**config.mk**
```make
export PLATFORM = sky130hd
export DESIGN_NAME = hazard_ctrl
export DESIGN_NICKNAME = d
export VERILOG_FILES = /design/src/rtl/hazard_pkg.sv /design/src/rtl/hazard_ctrl_fwd_sel.sv /design/src/rtl/hazard_ctrl.sv
export SDC_FILE = /design/constraint.sdc
export NUM_CORES = 1
export LEC_CHECK = 0
export BUFFER_PORTS_ARGS = -buffer_cell sky130_fd_sc_hd__buf_4
export CORE_MARGIN = 1.5
export CORE_UTILIZATION = 34
export DETAILED_ROUTE_END_ITERATION = 8
export PLACE_DENSITY = 0.54
export SLEW_MARGIN = 20
export SYNTH_ARGS = -nofsm -noshare
export SYNTH_HDL_FRONTEND = slang
export SYNTH_SLANG_ARGS = --single-unit
export TNS_END_PERCENT = 1
```
**constraint.sdc**
```tcl
create_clock -name CLK -period 6.1 [get_ports CLK]
set_clock_uncertainty 0.15 [all_clocks]
set_input_delay 0 -clock CLK [delete_from_list [all_inputs] [get_ports CLK]]
set_output_delay 0 -clock CLK [all_outputs]
set_load 0.02 [all_outputs]
```
**src/rtl/hazard_pkg.sv**
```systemverilog
// Shared types for the pipeline hazard controller.
package hazard_pkg;

  // Execute-stage ALU operand source
  typedef enum logic [1:0] {
    FWD_RF  = 2'b00,
    FWD_WB  = 2'b01,
    FWD_MEM = 2'b10
  } fwd_sel_t;

  // Memory-wait sequencer states
  typedef enum logic {
    RUN      = 1'b0,
    MEM_WAIT = 1'b1
  } hz_state_t;

endpackage

```
**src/rtl/hazard_ctrl_fwd_sel.sv**
```systemverilog
// Forwarding comparator for one Execute-stage operand.
// Memory stage has priority over Writeback, and x0 is never forwarded.
module fwd_sel
  import hazard_pkg::*;
#(
  parameter int unsigned ADDRESS_WIDTH = 5
) (
  input  logic [ADDRESS_WIDTH-1:0] rs,
  input  logic [ADDRESS_WIDTH-1:0] rd_m,
  input  logic [ADDRESS_WIDTH-1:0] rd_w,
  input  logic                     reg_write_m,
  input  logic                     reg_write_w,
  output fwd_sel_t                 sel
);

  // Pick the youngest in-flight producer of rs
  always_comb begin
    sel = FWD_RF;
    if (reg_write_m && (rd_m != '0) && (rd_m == rs))
      sel = FWD_MEM;
    else if (reg_write_w && (rd_w != '0) && (rd_w == rs))
      sel = FWD_WB;
  end

endmodule

```
**src/rtl/hazard_ctrl.sv**
```systemverilog
// Pipeline sequencing controller: stall/flush generation, forwarding selects,
// memory-wait watchdog and saturating performance counters.
module hazard_ctrl
  import hazard_pkg::*;
#(
  parameter int unsigned ADDRESS_WIDTH = 5,
  parameter int unsigned CNT_WIDTH     = 32,
  parameter int unsigned TIMEOUT       = 255
) (
  input  logic                     CLK,
  input  logic                     RST,
  input  logic [ADDRESS_WIDTH-1:0] Rs1D,
  input  logic [ADDRESS_WIDTH-1:0] Rs2D,
  input  logic [ADDRESS_WIDTH-1:0] Rs1E,
  input  logic [ADDRESS_WIDTH-1:0] Rs2E,
  input  logic [ADDRESS_WIDTH-1:0] RdE,
  input  logic [ADDRESS_WIDTH-1:0] RdM,
  input  logic [ADDRESS_WIDTH-1:0] RdW,
  input  logic                     RegWriteM,
  input  logic                     RegWriteW,
  input  logic                     MemReadE,
  input  logic                     PCSrcE,
  input  logic                     DMemReqM,
  input  logic                     DMemReadyM,
  output logic                     StallF,
  output logic                     StallD,
  output logic                     StallE,
  output logic                     StallM,
  output logic                     FlushD,
  output logic                     FlushE,
  output logic                     FlushW,
  output fwd_sel_t                 ForwardAE,
  output fwd_sel_t                 ForwardBE,
  output logic                     MemTimeout,
  output logic [CNT_WIDTH-1:0]     StallCycles,
  output logic [CNT_WIDTH-1:0]     FlushCount
);

  localparam int unsigned WCW = (TIMEOUT < 2) ? 1 : $clog2(TIMEOUT + 1);
  localparam logic [WCW-1:0] WAIT_MAX = WCW'(TIMEOUT);

  hz_state_t      state;
  logic [WCW-1:0] wait_cnt;
  logic           lw_stall;
  logic           mem_stall;

  fwd_sel #(.ADDRESS_WIDTH(ADDRESS_WIDTH)) u_fwd_a (
    .rs          (Rs1E),
    .rd_m        (RdM),
    .rd_w        (RdW),
    .reg_write_m (RegWriteM),
    .reg_write_w (RegWriteW),
    .sel         (ForwardAE)
  );

  fwd_sel #(.ADDRESS_WIDTH(ADDRESS_WIDTH)) u_fwd_b (
    .rs          (Rs2E),
    .rd_m        (RdM),
    .rd_w        (RdW),
    .reg_write_m (RegWriteM),
    .reg_write_w (RegWriteW),
    .sel         (ForwardBE)
  );

  assign lw_stall  = MemReadE && (RdE != '0) && ((RdE == Rs1D) || (RdE == Rs2D));
  assign mem_stall = DMemReqM && !DMemReadyM;

  // Prioritised stall/flush decode; a taken branch during a memory wait is
  // held in the frozen E stage and resolves again on the release cycle
  always_comb begin
    StallF = 1'b0;
    StallD = 1'b0;
    StallE = 1'b0;
    StallM = 1'b0;
    FlushD = 1'b0;
    FlushE = 1'b0;
    FlushW = 1'b0;
    if (RST) begin
      FlushD = 1'b1;
      FlushE = 1'b1;
      FlushW = 1'b1;
    end else if (mem_stall) begin
      StallF = 1'b1;
      StallD = 1'b1;
      StallE = 1'b1;
      StallM = 1'b1;
      FlushW = 1'b1;
    end else if (PCSrcE) begin
      FlushD = 1'b1;
      FlushE = 1'b1;
    end else if (lw_stall) begin
      StallF = 1'b1;
      StallD = 1'b1;
      FlushE = 1'b1;
    end
  end

  // Memory-wait sequencer with sticky watchdog
  always_ff @(posedge CLK) begin
    if (RST) begin
      state      <= RUN;
      wait_cnt   <= '0;
      MemTimeout <= 1'b0;
    end else begin
      case (state)
        RUN: begin
          if (mem_stall) begin
            state    <= MEM_WAIT;
            wait_cnt <= WCW'(1);
          end
        end
        MEM_WAIT: begin
          if (DMemReadyM || !DMemReqM) begin
            state    <= RUN;
            wait_cnt <= '0;
          end else if (wait_cnt == WAIT_MAX) begin
            MemTimeout <= 1'b1;
          end else begin
            wait_cnt <= wait_cnt + WCW'(1);
          end
        end
        default: begin
          state    <= RUN;
          wait_cnt <= '0;
        end
      endcase
    end
  end

  // Saturating stall and flush performance counters
  always_ff @(posedge CLK) begin
    if (RST) begin
      StallCycles <= '0;
      FlushCount  <= '0;
    end else begin
      if (StallF && (StallCycles != '1))
        StallCycles <= StallCycles + CNT_WIDTH'(1);
      if (PCSrcE && !mem_stall && (FlushCount != '1))
        FlushCount <= FlushCount + CNT_WIDTH'(1);
    end
  end

endmodule

```
* Word level (Yosys, flattened, before mapping)
Index checks and enable logic that the tools add are counted.
Word-level totals: bits in registers 74, input port bits 43, output and inout bits 76, word-level logic and storage cells 66
Cells by class: add/sub/neg operators 3, equal/unequal tests 11, multiplexer cells 23, bitwise operators 2, reductions and logical operators 22
Operator list (count):
- $add A32 B1 Y32 const B | 2
- $ne A32 B32 Y1 const B | 2
- $eq A5 B5 Y1 | 6
- $mux W8 | 3
- $mux W1 | 16
- $pmux W8 S2 | 1
- $reduce_bool A5 Y1 | 3
- $logic_and A1 B1 Y1 | 12
- $add A8 B1 Y8 const B | 1
- $eq A8 B8 Y1 const B | 1
- $mux W2 | 2
- $logic_not A1 Y1 | 3
- $ne A3 B3 Y1 const B | 1
- $reduce_and A3 Y1 | 1
- $logic_or A1 B1 Y1 | 2
- $ne A2 B2 Y1 const B | 1
- $not A1 Y1 | 2
- $pmux W1 S2 | 1
- $reduce_and A2 Y1 | 1

* Longest topological paths before layout
Gate-level depths: netlist of the first run.
depth after elaboration 8, gate-level depth with buffers 10, depth with buffers taken out 8

* Hierarchy
A second synthesis of the first run with hierarchy kept.
Second synthesis, totals: cells, all modules 475, area, all modules 3890.0 um^2
Modules (own cells, without submodules):
- hazard_ctrl | times used 1, cells an instance 435, area each 3587.2 um^2, sequential area each 1481.4 um^2
- fwd_sel | times used 2, cells an instance 20, area each 151.4 um^2, sequential area each 0.0 um^2

* Least setup slack after synthesis of the first run
No wires, ideal clock.
kind register to register, start register StallCycles[21], end register StallCycles[22], setup time 0.121 ns, arrival time 2.039 ns, required time 5.829 ns, setup slack 3.791 ns, cell stages (with the launch flop) 10, path buffers 2, period minus slack after synthesis 2.309 ns, path through dfxtp_1 and3_1 and3_1 clkbuf_1 nand3_1 nor2_1 or2_1 buf_2 nor4_1 mux2_2
Between the ends: cells in the longest elaborated chain, start to end 2, elaborated cells between the ends (all ways) 3, classes of those cells add/sub: 1; eq/ne: 1; reduce/logical: 1
Ends and longest elaborated chain:
- start, declared | RTL line hazard_ctrl.sv:35 | output logic [CNT_WIDTH-1:0] StallCycles,
- start signal, assigned | RTL line hazard_ctrl.sv:137 | StallCycles <= StallCycles + CNT_WIDTH'(1);
- branches (longest 2 deep; another with $add A32 B1 Y32)
Parallel ways; which one is timed is not known. A chain may end at the register's enable or synchronous reset.

* Final worst setup path of the first run
start register StallCycles[3], end register StallCycles[17]
Same word-level chain as after synthesis.

==> out/qor_table.md, run 1 <==
| Step | Quantity | This run |
|---|---|---|
| run status | Outcome | finished, final reports clean |
| sta | Tcrit/Tclk final | 50.24% |
| global route | Global-route congestion overflow total | 0 |
| sta | Final Hold Violating Endpoints | 0 |
| final layout | Number of nets at the end of the flow | 638 |
| sta | Final number of setup-violating endpoints | 0 |
| placed design | # port buffers | 118 |
| clock network | Number of sinks driven by the clock tree | 74 |
| route | Drt first pass iters | 6 |
| route | Average vias per placed instance | 5.034 |
| setup path | Start-to-end type of the worst setup path | flop to flop |
| sta | Peak clock frequency supported by timing | 0.3263 GHz |
| yosys | Syn Std Cell Area | 3902 um^2 |
| final layout | Area growth from synthesis to final layout | 33.79% |
| die | Floorplan die height | 110.1 um |
| route | Average detailed-routed wire length per instance | 14.03 um |
| setup path | Gate family responsible for the most delay along the worst path | simple AND/OR/NAND/NOR gates |
| yosys | Count of distinct cell types in the synthesized netlist | 47 |
| clock network | Total number of H-tree levels | 3 |
| worst hold path | Kind of path behind the tightest hold check | input port to flop |
| setup path | Crit end category | flop |
| route | DRC violation total after the first TritonRoute iteration | 192 |
| sta | Slew margin rel. | 30.42% |
| setup path | Number of buffer and inverter stages on the critical path | 1 |
| clock network | CTS root buf | clkbuf_16 |
| final layout | Multi-input logic area | 2298 um^2 |
| clock network | Num CTS Buffers | 9 |
| pwr | Pwr per Cell Area | 218.7 nW/um^2 |
| yosys | Total number of yosys warnings | 0 |
| sta | Fin crit period | 3.065 ns |
| sta | Unrepaired setup endpoints after global routing | no |
| pwr | Worst IR drop on VDD | 144.2 uV |
| die | Total Die Area | 12,130 um^2 |
| setup path | Startpoint type of the worst setup path | flop |
| die | Top-level I/O count | 119 |
| global route | Number of antenna violations at the first check in global routing | 0 |
| final layout | Fill cell total of the finished layout | 1,097 |
| yosys | Syn_area_per_cell | 8.164 um^2 |
| placed design | Gpl congestion | 0.8233 |
| setup path | Slowest library cell on the worst path | nor4_1 |
| setup path | WP data required | 6.17 ns |
| final layout | Share of cells above drive strength 1 | 23.95% |
| yosys | Synthesized flop and latch total | 74 |
| route | Post-DRT Antenna Nets | 0 |
| placed design | Number of cells in the design after placement | 719 |
| sta | PnR worst setup slack | 3.035 ns |
| die | Row Count | 38 |
| yosys | Post-synthesis net count | 524 |
| sta | Number of max-slew violations in the final report | 0 |
| setup path | Worst path cell trace | nand4_1, nor4_1, nand3_1, nor2_1, buf_4, nor3_1, nand4_1, mux2_2 |
| clock network | Post-CTS setup buffers | 0 |
| die | Starting density of the core | 35.38% |
| route | Remaining routing DRC violations | 0 |
| global route | Pin count of the biggest net entering global routing | 67 |
| setup path | Highest fanout seen on the critical path | 15 |
| sta | Total Negative Setup Slacks | 0 ns |
| placed design | Pre-CTS setup slack | 3.094 ns |
| placed design | Post-DP HPWL | 7803 um |
| clock network | Number of buffers on the longest clock path | 2 |
| setup path | Critical path's largest stage delay | 0.56 ns |
| global route | Via count of the first global-routing pass | 3,521 |
| final layout | Final instance count without filler cells | 737 |
| setup path | Arr. time, crit path | 3.13 ns |
| yosys | Post-synthesis cell count | 478 |
| pwr | Static Leakage | 2.050 nW |
| route | Vias after detailed routing | 3,710 |
| global route | Wire length of the first global-routing pass | 17,020 um |
| job | Number of violations of the max-capacitance limit | 0 |
| die | Placeable Area | 11,030 um^2 |
| clock network | Clk_lat worst skew | 0.33 ns |
| yosys | Portion of the post-synthesis area used by sequential elements | 37.96% |
| clock network | Clk pin slew, worst setup/hold paths | 0.06 ns |
| final layout | Diode insertion count for antenna repair | 0 |
| setup path | Most frequent cell on the critical path | nand4_1 |
| global route | Global-route usage over all layers | 17.76% |
| die | Die width | 110.1 um |
| route | Wirelength, routed | 10,340 um |
| final layout | Area used by sequential logic in the layout | 1481 um^2 |
| clock network | Clock tree from TritonCTS | yes |
| sta | Slew at the pin closest to its max-slew limit | 1.044 ns |
worst paths after layout:
kind	slack [ns]	depth (start not counted)	startpoint	to
max	3.04	8	StallCycles[3]	StallCycles[17]
min	0.03	4	PCSrcE	FlushCount[2]
max reg2reg	3.04	8	StallCycles[3]	StallCycles[17]
min reg2reg	0.34	2	wait_cnt[1]	wait_cnt[1]
kinds of logic after synthesis:
family          Yosys count  share of synthesized area, %
fa+ha+maj                 3                        0.9619
buf+inv                  27                         3.142
simple gates            250                         32.54
mux                       8                         2.116
flops                    74                         37.96
compound gates           36                         5.323
xor+xnor                 80                         17.95
cell usage in the layout (no fill, tap or decap), types with 2 or more instances in the layout:
cell and count:
buf_4 119, dfxtp_1 74, nor2_1 71, nand2_1 46, xnor2_1 44, xor2_1 36, nand3_1 33, nor3_1 18
nand4_1 18, nor4_1 14, a21oi_1 13, o21ai_0 11, and3_1 10, clkbuf_16 9, inv_1 8, and4_1 7
or3_1 7, mux2i_1 6, or4_1 5, clkinv_2 4, nor2b_1 3, and2_1 3, nor4b_1 3, ha_1 3
o21ai_1 2, nand2b_1 2, or2_1 2, mux2_2 2, nor3b_1 2, bufinv_16 2, dlygate4sd3_1 2
registers in the layout, indices dropped and copies added, names as in the netlist:
name	cells
FlushCount	32
StallCycles	32
wait_cnt	8
MemTimeout	1
state	1
per-stage QoR:
step / total power (W) / utilization, % / hold slack [ns] / instance area [um^2]
after floorplan: 0.0005441 / - / -0.04975 / 3902
after global placement: 0.0005868 / 44.26 / 0.2542 / 4882
after detailed placement: 0.0005874 / 44.26 / 0.2693 / 4882
after CTS: 0.001157 / 47.33 / 0.01559 / 5221
after global routing: 0.001186 / 47.33 / 0.02845 / 5221
final: 0.001142 / 47.33 / 0.02557 / 5221
worst register-to-register path: cells and delay by family, from the launching register on:
kind / cells / cell delay, ns
DFF: 1 / 0.43
and+or+nand+nor: 6 / 1.74
muxes: 1 / 0.34
buffers and inverters: 1 / 0.29
power breakdown:
part	switching [W]	internal, W
clock network	0.000199	0.000366
logic	0.0000461	0.0000421
registers	0.00000276	0.000486
total	0.000248	0.000894
cell usage after synthesis (all sizes together):
library cell	count	area (um^2)
mux2	2	22.52
o31ai	1	7.510
o311ai	1	8.760
o21ai	13	65.06
clkbuf	10	37.54
dfxtp	74	1481
or4	6	48.80
or3	7	43.79
mux2i	6	60.06
nor2	71	266.5
and4b	1	10.01
a21o	1	7.510
nor4b	4	41.29
nand2	46	172.7
o31a	1	8.760
nand4	18	112.6
a22oi	1	7.510
and3	10	62.56
nor4	14	87.58
ha	3	37.54
xor2	36	315.3
or2	3	21.27
a21oi	14	73.82
nand2b	2	12.51
o21a	1	7.510
nor3b	2	15.01
nor2b	3	18.77
o41ai	1	8.760
nand3	33	165.2
clkinv	1	3.750
buf	8	51.29
o22ai	1	6.260
and4	8	72.57
nor3	19	100.1
inv	8	30.03
xnor2	44	385.4
a31oi	1	6.260
and2	3	18.77
routing by layer:
layer  global-route usage (%)  share of wire (%)  up-vias
li1                         -                  -     1890
met1                    21.57                 44     1720
met2                    29.95                 48       84
met3                    5.585                6.0       16
met4                    5.586                1.5        0
met5                        0                  0        -
final cells by class:
cell class | count | share of cell area (%)
Multi-Input combinational cell | 377 | 44.02
Sequential cell | 74 | 28.37
Timing Repair Buffer | 121 | 17.49
Clock buffer | 10 | 4.577
Tap cell | 140 | 3.355
Clock inverter | 6 | 1.534
Inverter | 9 | 0.6470
timing repair:
action / in CTS / in global routing
hold buffers: 2 / 0
resized for setup: 0 / 0
endpoints found under the hold margin: 2 / 0
(Power assumes the default switching activity.)
==> run 2: changes to the inputs <==
--- a/config.mk
+++ b/config.mk
@@ -9,7 +9,7 @@
 export CORE_MARGIN = 1.5
 export CORE_UTILIZATION = 34
 export DETAILED_ROUTE_END_ITERATION = 8
-export PLACE_DENSITY = 0.54
+export PLACE_DENSITY = 0.56
 export SLEW_MARGIN = 20
 export SYNTH_ARGS = -nofsm -noshare
 export SYNTH_HDL_FRONTEND = slang
==> constraint.sdc (replaced) <==
create_clock -name CLK -period 2.7 [get_ports CLK]
set_clock_uncertainty 0.15 [all_clocks]
set_input_delay 0 -clock CLK [delete_from_list [all_inputs] [get_ports CLK]]
set_output_delay 0 -clock CLK [all_outputs]
set_load 0.02 [all_outputs]
==> run 2 against run 1 <==
  * Combinational power grew 130%
  * Sequential cell count is the same
  * Critical endpoint unchanged
  * Clock power grew 120%
  * Largest power group unchanged
==> out/qor_table.md, run 2 (synthesis gave the netlist of run 1 again) <==
| Step | Quantity | This run |
|---|---|---|
| sta | Slew at the pin closest to its max-slew limit | 0.5390 ns |
| route | Post-DRT Antenna Nets | 0 |
| route | Average vias per placed instance | 5.041 |
| setup path | Startpoint type of the worst setup path | flop |
| clock network | Num CTS Buffers | 9 |
| global route | Global-route congestion overflow total | 0 |
| global route | Pin count of the biggest net entering global routing | 33 |
| worst hold path | Worst hold start | RST |
| setup path | Crit end category | flop |
| placed design | # port buffers | 118 |
| final layout | Final instance count without filler cells | 748 |
| final layout | Share of cells above drive strength 1 | 25.00% |
| route | Drt first pass iters | 4 |
| sta | Post-Route Hold Slack | 0.03340 ns |
| sta | Fin crit period | 2.468 ns |
| die | Placeable Area | 11,030 um^2 |
| run status | Outcome | finished, final reports clean |
| final layout | Design Area, Final | 5308 um^2 |
| final layout | Registers with the most flip-flops | FlushCount: 32 flops, StallCycles: 32 flops, wait_cnt: 8 flops |
| worst hold path | Number of cells on the worst hold path | 3 |
| clock network | Clock tree from TritonCTS | yes |
| clock network | Number of sinks driven by the clock tree | 74 |
| pwr | Worst IR drop on VDD | 429.8 uV |
| die | Die width | 110.1 um |
| global route | Wire length of the first global-routing pass | 17,080 um |
| setup path | End of the worst register-to-register path | StallCycles[17] |
| die | Floorplan die height | 110.1 um |
| global route | Via count of the first global-routing pass | 3,623 |
| setup path | Worst R2R Start | StallCycles[4] |
| placed design | Placement-stage cell area | 4957 um^2 |
| pwr | Pwr per Cell Area | 487.2 nW/um^2 |
| global route | Number of antenna violations at the first check in global routing | 0 |
| final layout | Fill cell total of the finished layout | 1,114 |
| sta | Unrepaired setup endpoints after global routing | no |
| sta | Number of max-slew violations in the final report | 0 |
| die | Row Count | 38 |
| die | Starting density of the core | 35.38% |
| final layout | Diode insertion count for antenna repair | 0 |
| setup path | Highest fanout seen on the critical path | 6 |
| final layout | Area growth from synthesis to final layout | 36.01% |
| setup path | Worst reg2reg setup slack | 0.23 ns |
| global route | Global-route usage over all layers | 17.81% |
| sta | Final number of setup-violating endpoints | 0 |
| sta | Slew margin rel. | 63.79% |
| route | Average detailed-routed wire length per instance | 13.75 um |
| setup path | Cell count of the worst reg-to-reg path | 7 |
| job | Number of violations of the max-capacitance limit | 0 |
| die | Total Die Area | 12,130 um^2 |
| route | Wirelength, routed | 10,280 um |
| final layout | Leading cell type in the layout, fill and taps excluded | buf_4 |
| setup path | WP data required | 2.77 ns |
| final layout | Area used by sequential logic in the layout | 1481 um^2 |
| worst hold path | Kind of path behind the tightest hold check | input port to flop |
| placed design | Gpl congestion | 0.9476 |
| clock network | Clk pin slew, worst setup/hold paths | 0.06 ns |
| pwr | Static Leakage | 2.097 nW |
| route | Vias after detailed routing | 3,771 |
| final layout | Most frequent cells in the layout | buf_4, dfxtp_1, nor2_1 |
| sta | Tcrit/Tclk final | 91.39% |
| placed design | Post-DP HPWL | 7978 um |
| clock network | Total number of H-tree levels | 3 |
| setup path | Arr. time, crit path | 2.54 ns |
| route | Remaining routing DRC violations | 0 |
| final layout | Multi-input logic area | 2298 um^2 |
| placed design | Number of cells in the design after placement | 729 |
| setup path | Start-to-end type of the worst setup path | flop to flop |
| pwr | Post-route total power | 0.002586 W |
| worst hold path | Min-Delay Endpoint | FlushCount[10] |
| sta | Total Negative Setup Slacks | 0 ns |
| route | DRC violation total after the first TritonRoute iteration | 182 |
| die | Top-level I/O count | 119 |
| clock network | CTS root buf | clkbuf_16 |
| clock network | Number of buffers on the longest clock path | 2 |
| clock network | Post-cts resize count | 0 |
| clock network | Clk_lat worst skew | 0.33 ns |
| final layout | Number of nets at the end of the flow | 649 |
| sta | Peak clock frequency supported by timing | 0.4053 GHz |
| sta | Final Hold Violating Endpoints | 0 |
[run 2: metal layers]
layer,global-route usage [%],part of all wire [%],vias up,wire [um]
met1,21.63,44,1750,4557
met3,5.703,6.7,13,692
met4,5.678,1.4,0,146
met5,0,0,-,0
met2,29.90,48,95,4886
li1,-,-,1913,-
[run 2: critical path: stages (launching register included)]
cell and delay, ns:
dfxtp_1 0.41, nand4_1 0.19, nor4_1 0.47, nand3_1 0.25, nor2_1 0.26, nor3_1 0.15, nand4_1 0.14, mux2_2 0.33
[run 2: layout make-up]
| type | instances | share of cell area [%] |
|---|---|---|
| Multi-Input combinational cell | 377 | 43.30 |
| Sequential cell | 74 | 27.91 |
| Timing Repair Buffer | 132 | 18.81 |
| Clock buffer | 11 | 4.573 |
| Tap cell | 140 | 3.300 |
| Clock inverter | 5 | 1.462 |
| Inverter | 9 | 0.6365 |
[run 2: stage by stage]
step	utilization, %	setup slack [ns]
final	48.12	0.2324
after global routing	48.12	0.01717
after CTS	48.12	0.2344
after detailed placement	44.94	0.2606
after global placement	44.94	0.3193
after floorplan	-	0.3907
[run 2: worst max path at each step]
stage / start / end / slack [ns] / depth (start not counted)
floorplan: StallCycles[21] / StallCycles[22] / 0.39 / 9
global placement: StallCycles[4] / StallCycles[17] / 0.32 / 7
detailed placement: StallCycles[4] / StallCycles[17] / 0.26 / 7
CTS: StallCycles[4] / StallCycles[17] / 0.23 / 7
global route: StallCycles[4] / StallCycles[4] / 0.02 / 8
finish: StallCycles[4] / StallCycles[17] / 0.23 / 7
[run 2: repair_timing]
action	4_1_cts	5_1_grt
hold buffers	3	0
buffers inserted	0	0
hold endpoints to repair	4	0
[run 2: report_power, final]
group / switching (W) / internal, W / total (W) / leakage (nW)
combinational: 0.000106 / 0.000101 / 0.000206 / 1.35
clock: 0.000444 / 0.000831 / 0.00127 / 0.156
sequential: 0.00000640 / 0.00110 / 0.00110 / 0.597
total: 0.000556 / 0.00203 / 0.00259 / 2.10
==> run 3: changes to the inputs <==
--- a/config.mk
+++ b/config.mk
@@ -9,6 +9,7 @@
 export CORE_MARGIN = 1.5
 export CORE_UTILIZATION = 34
 export DETAILED_ROUTE_END_ITERATION = 8
+export GPL_TIMING_DRIVEN = 0
 export PLACE_DENSITY = 0.56
 export SLEW_MARGIN = 20
 export SYNTH_ARGS = -nofsm -noshare
==> run 3 against run 2 <==
  * Global-route usage rose by 0.21 points
  * Sequential cell count did not move
  * Critical path depth rose by 2
  * Largest power group unchanged
  * Via count fell by 1.9%
  * Fmax rose by 2.1%
  * Largest cell class unchanged
  * Non-clock buffer count rose by 7
  * Total power rose by 4.8%
==> out/qor_table.md, run 3 (synthesis gave the netlist of run 1 again) <==
| Step | Quantity | This run |
|---|---|---|
| setup path | Start-to-end type of the worst setup path | flop to flop |
| final layout | Multi-input logic area | 2321 um^2 |
| clock network | Number of sinks driven by the clock tree | 74 |
| clock network | Clock tree from TritonCTS | yes |
| clock network | Clk_lat worst skew | 0.33 ns |
| die | Floorplan die height | 110.1 um |
| sta | Post-Route Hold Slack | 0.1758 ns |
| final layout | Area growth from synthesis to final layout | 37.58% |
| pwr | Post-route total power | 0.002711 W |
| setup path | WP data required | 2.75 ns |
| run status | Outcome | finished, final reports clean |
| placed design | Post-DP HPWL | 8129 um |
| setup path | Highest fanout seen on the critical path | 10 |
| setup path | Startpoint type of the worst setup path | flop |
| sta | Total Negative Setup Slacks | 0 ns |
| die | Die width | 110.1 um |
| worst hold path | Kind of path behind the tightest hold check | input port to flop |
| sta | Fin crit period | 2.418 ns |
| final layout | Number of nets at the end of the flow | 656 |
| setup path | Slowest library cell on the worst path | dfxtp_1 |
| die | Total Die Area | 12,130 um^2 |
| pwr | Worst IR drop on VDD | 273.1 uV |
| clock network | Total number of H-tree levels | 3 |
| clock network | Number of buffers on the longest clock path | 2 |
| setup path | Crit end category | flop |
| route | Remaining routing DRC violations | 0 |
| route | Wirelength, routed | 10,350 um |
| route | Average detailed-routed wire length per instance | 13.71 um |
| route | Post-DRT Antenna Nets | 0 |
| sta | Final number of setup-violating endpoints | 0 |
| setup path | Worst path cell trace | nand4_1, nor4_4, nand3_2, nor2_2, buf_2, buf_6, nor4_1, xnor2_1, nor2_1 |
| global route | Global-route congestion overflow total | 0 |
| route | Average vias per placed instance | 4.902 |
| pwr | Static Leakage | 2.123 nW |
| die | Starting density of the core | 35.38% |
| die | Placeable Area | 11,030 um^2 |
| sta | Tcrit/Tclk final | 89.54% |
| final layout | Leading cell type in the layout, fill and taps excluded | buf_4 |
| die | Row Count | 38 |
| sta | Final Hold Violating Endpoints | 0 |
| route | DRC violation total after the first TritonRoute iteration | 193 |
| sta | Unrepaired setup endpoints after global routing | no |
| global route | Wire length of the first global-routing pass | 17,140 um |
| placed design | Gpl congestion | 0.9475 |
| pwr | Pwr per Cell Area | 504.9 nW/um^2 |
| sta | Peak clock frequency supported by timing | 0.4136 GHz |
| final layout | Most frequent cells in the layout | buf_4, dfxtp_1, nor2_1 |
| sta | Slew at the pin closest to its max-slew limit | 0.6373 ns |
| final layout | Area used by sequential logic in the layout | 1481 um^2 |
| route | Drt first pass iters | 4 |
| global route | Global-route usage over all layers | 18.02% |
| global route | Number of antenna violations at the first check in global routing | 0 |
| sta | Slew margin rel. | 57.19% |
| die | Top-level I/O count | 119 |
| final layout | Final instance count without filler cells | 755 |
| setup path | Critical path's largest stage delay | 0.43 ns |
| global route | Via count of the first global-routing pass | 3,567 |
| placed design | Number of cells in the design after placement | 736 |
| final layout | Fill cell total of the finished layout | 1,122 |
| clock network | Clk pin slew, worst setup/hold paths | 0.06 ns |
| clock network | CTS root buf | clkbuf_16 |
| final layout | Diode insertion count for antenna repair | 0 |
| placed design | # port buffers | 118 |
| clock network | Num CTS Buffers | 9 |
| final layout | Registers with the most flip-flops | FlushCount: 32 flops, StallCycles: 32 flops, wait_cnt: 8 flops |
| job | Number of violations of the max-capacitance limit | 0 |
| setup path | Gate family responsible for the most delay along the worst path | simple AND/OR/NAND/NOR gates |
| route | Vias after detailed routing | 3,701 |
| final layout | Share of cells above drive strength 1 | 24.88% |
| setup path | Number of buffer and inverter stages on the critical path | 2 |
| sta | Number of max-slew violations in the final report | 0 |
| setup path | Arr. time, crit path | 2.47 ns |
| global route | Pin count of the biggest net entering global routing | 13 |
==> run 3: cell count changes in the layout (fill, tap and decap cells not counted) <==
cell,before,now
buf_6,0,1
clkinvlp_4,1,0
nand3_1,33,32
clkbuf_8,1,2
nor4_1,14,13
bufinv_16,2,3
clkbuf_1,1,10
buf_4,129,120
buf_2,0,5
nor2_1,71,70
nor4_4,0,1
nor2_2,0,1
nand3_2,0,1
==> run 3: per-layer routing <==
layer  share of wire, %  GRT usage [%]  wire [um]
met1                 46          22.49       4791
met2                 46          29.81       4768
met3                6.0          5.291        624
met4                1.6          5.861        167
met5                  0              0          0
==> run 3: stage by stage <==
step,area [um^2],worst slack (ns),util [%]
final,5369,0.2824,48.67
after global routing,5369,0.01998,48.67
after CTS,5353,0.1134,48.53
after detailed placement,4964,0.01036,45.00
after global placement,4964,0.03868,45.00
after floorplan,3902,0.3907,-
==> run 3: worst register-to-register path: stages, from the launching register on <==
cell,delay (ns)
dfxtp_1,0.43
nand4_1,0.25
nor4_4,0.40
nand3_2,0.18
nor2_2,0.18
buf_2,0.26
buf_6,0.17
nor4_1,0.07
xnor2_1,0.14
nor2_1,0.06
==> run 3: timing repair <==
item / in CTS / in global routing
setup endpoints to repair: 1 / 19
resized for setup: 1 / 3
pin swaps: 0 / 1
hold buffers: 3 / 0
setup buffers: 0 / 0
hold endpoints to repair: 4 / 0
==> run 3: final timing paths <==
| path | from | end | slack (ns) | depth (start not counted) |
|---|---|---|---|---|
| setup / recovery | StallCycles[3] | StallCycles[21] | 0.28 | 9 |
| hold / removal | RST | StallCycles[17] | 0.18 | 4 |
| setup reg to reg | StallCycles[3] | StallCycles[21] | 0.28 | 9 |
| hold reg to reg | MemTimeout | MemTimeout | 0.33 | 2 |
==> run 3: cell type report <==
| type | instances | area share [%] |
|---|---|---|
| plain buffers | 18 | 1.655 |
| clock buffers | 11 | 4.708 |
| clock inverters | 5 | 1.864 |
| inverters | 9 | 0.6292 |
| multi-input cells | 377 | 43.23 |
| flip-flops and latches | 74 | 27.59 |
| well taps | 140 | 3.263 |
| repair buffers | 121 | 17.06 |
==> run 3: power by group <==
part	internal (W)	leakage (nW)	switching [W]	total [W]
registers	0.00110	0.597	0.00000640	0.00110
logic	0.000101	1.35	0.000110	0.000211
clock network	0.000949	0.176	0.000446	0.00140
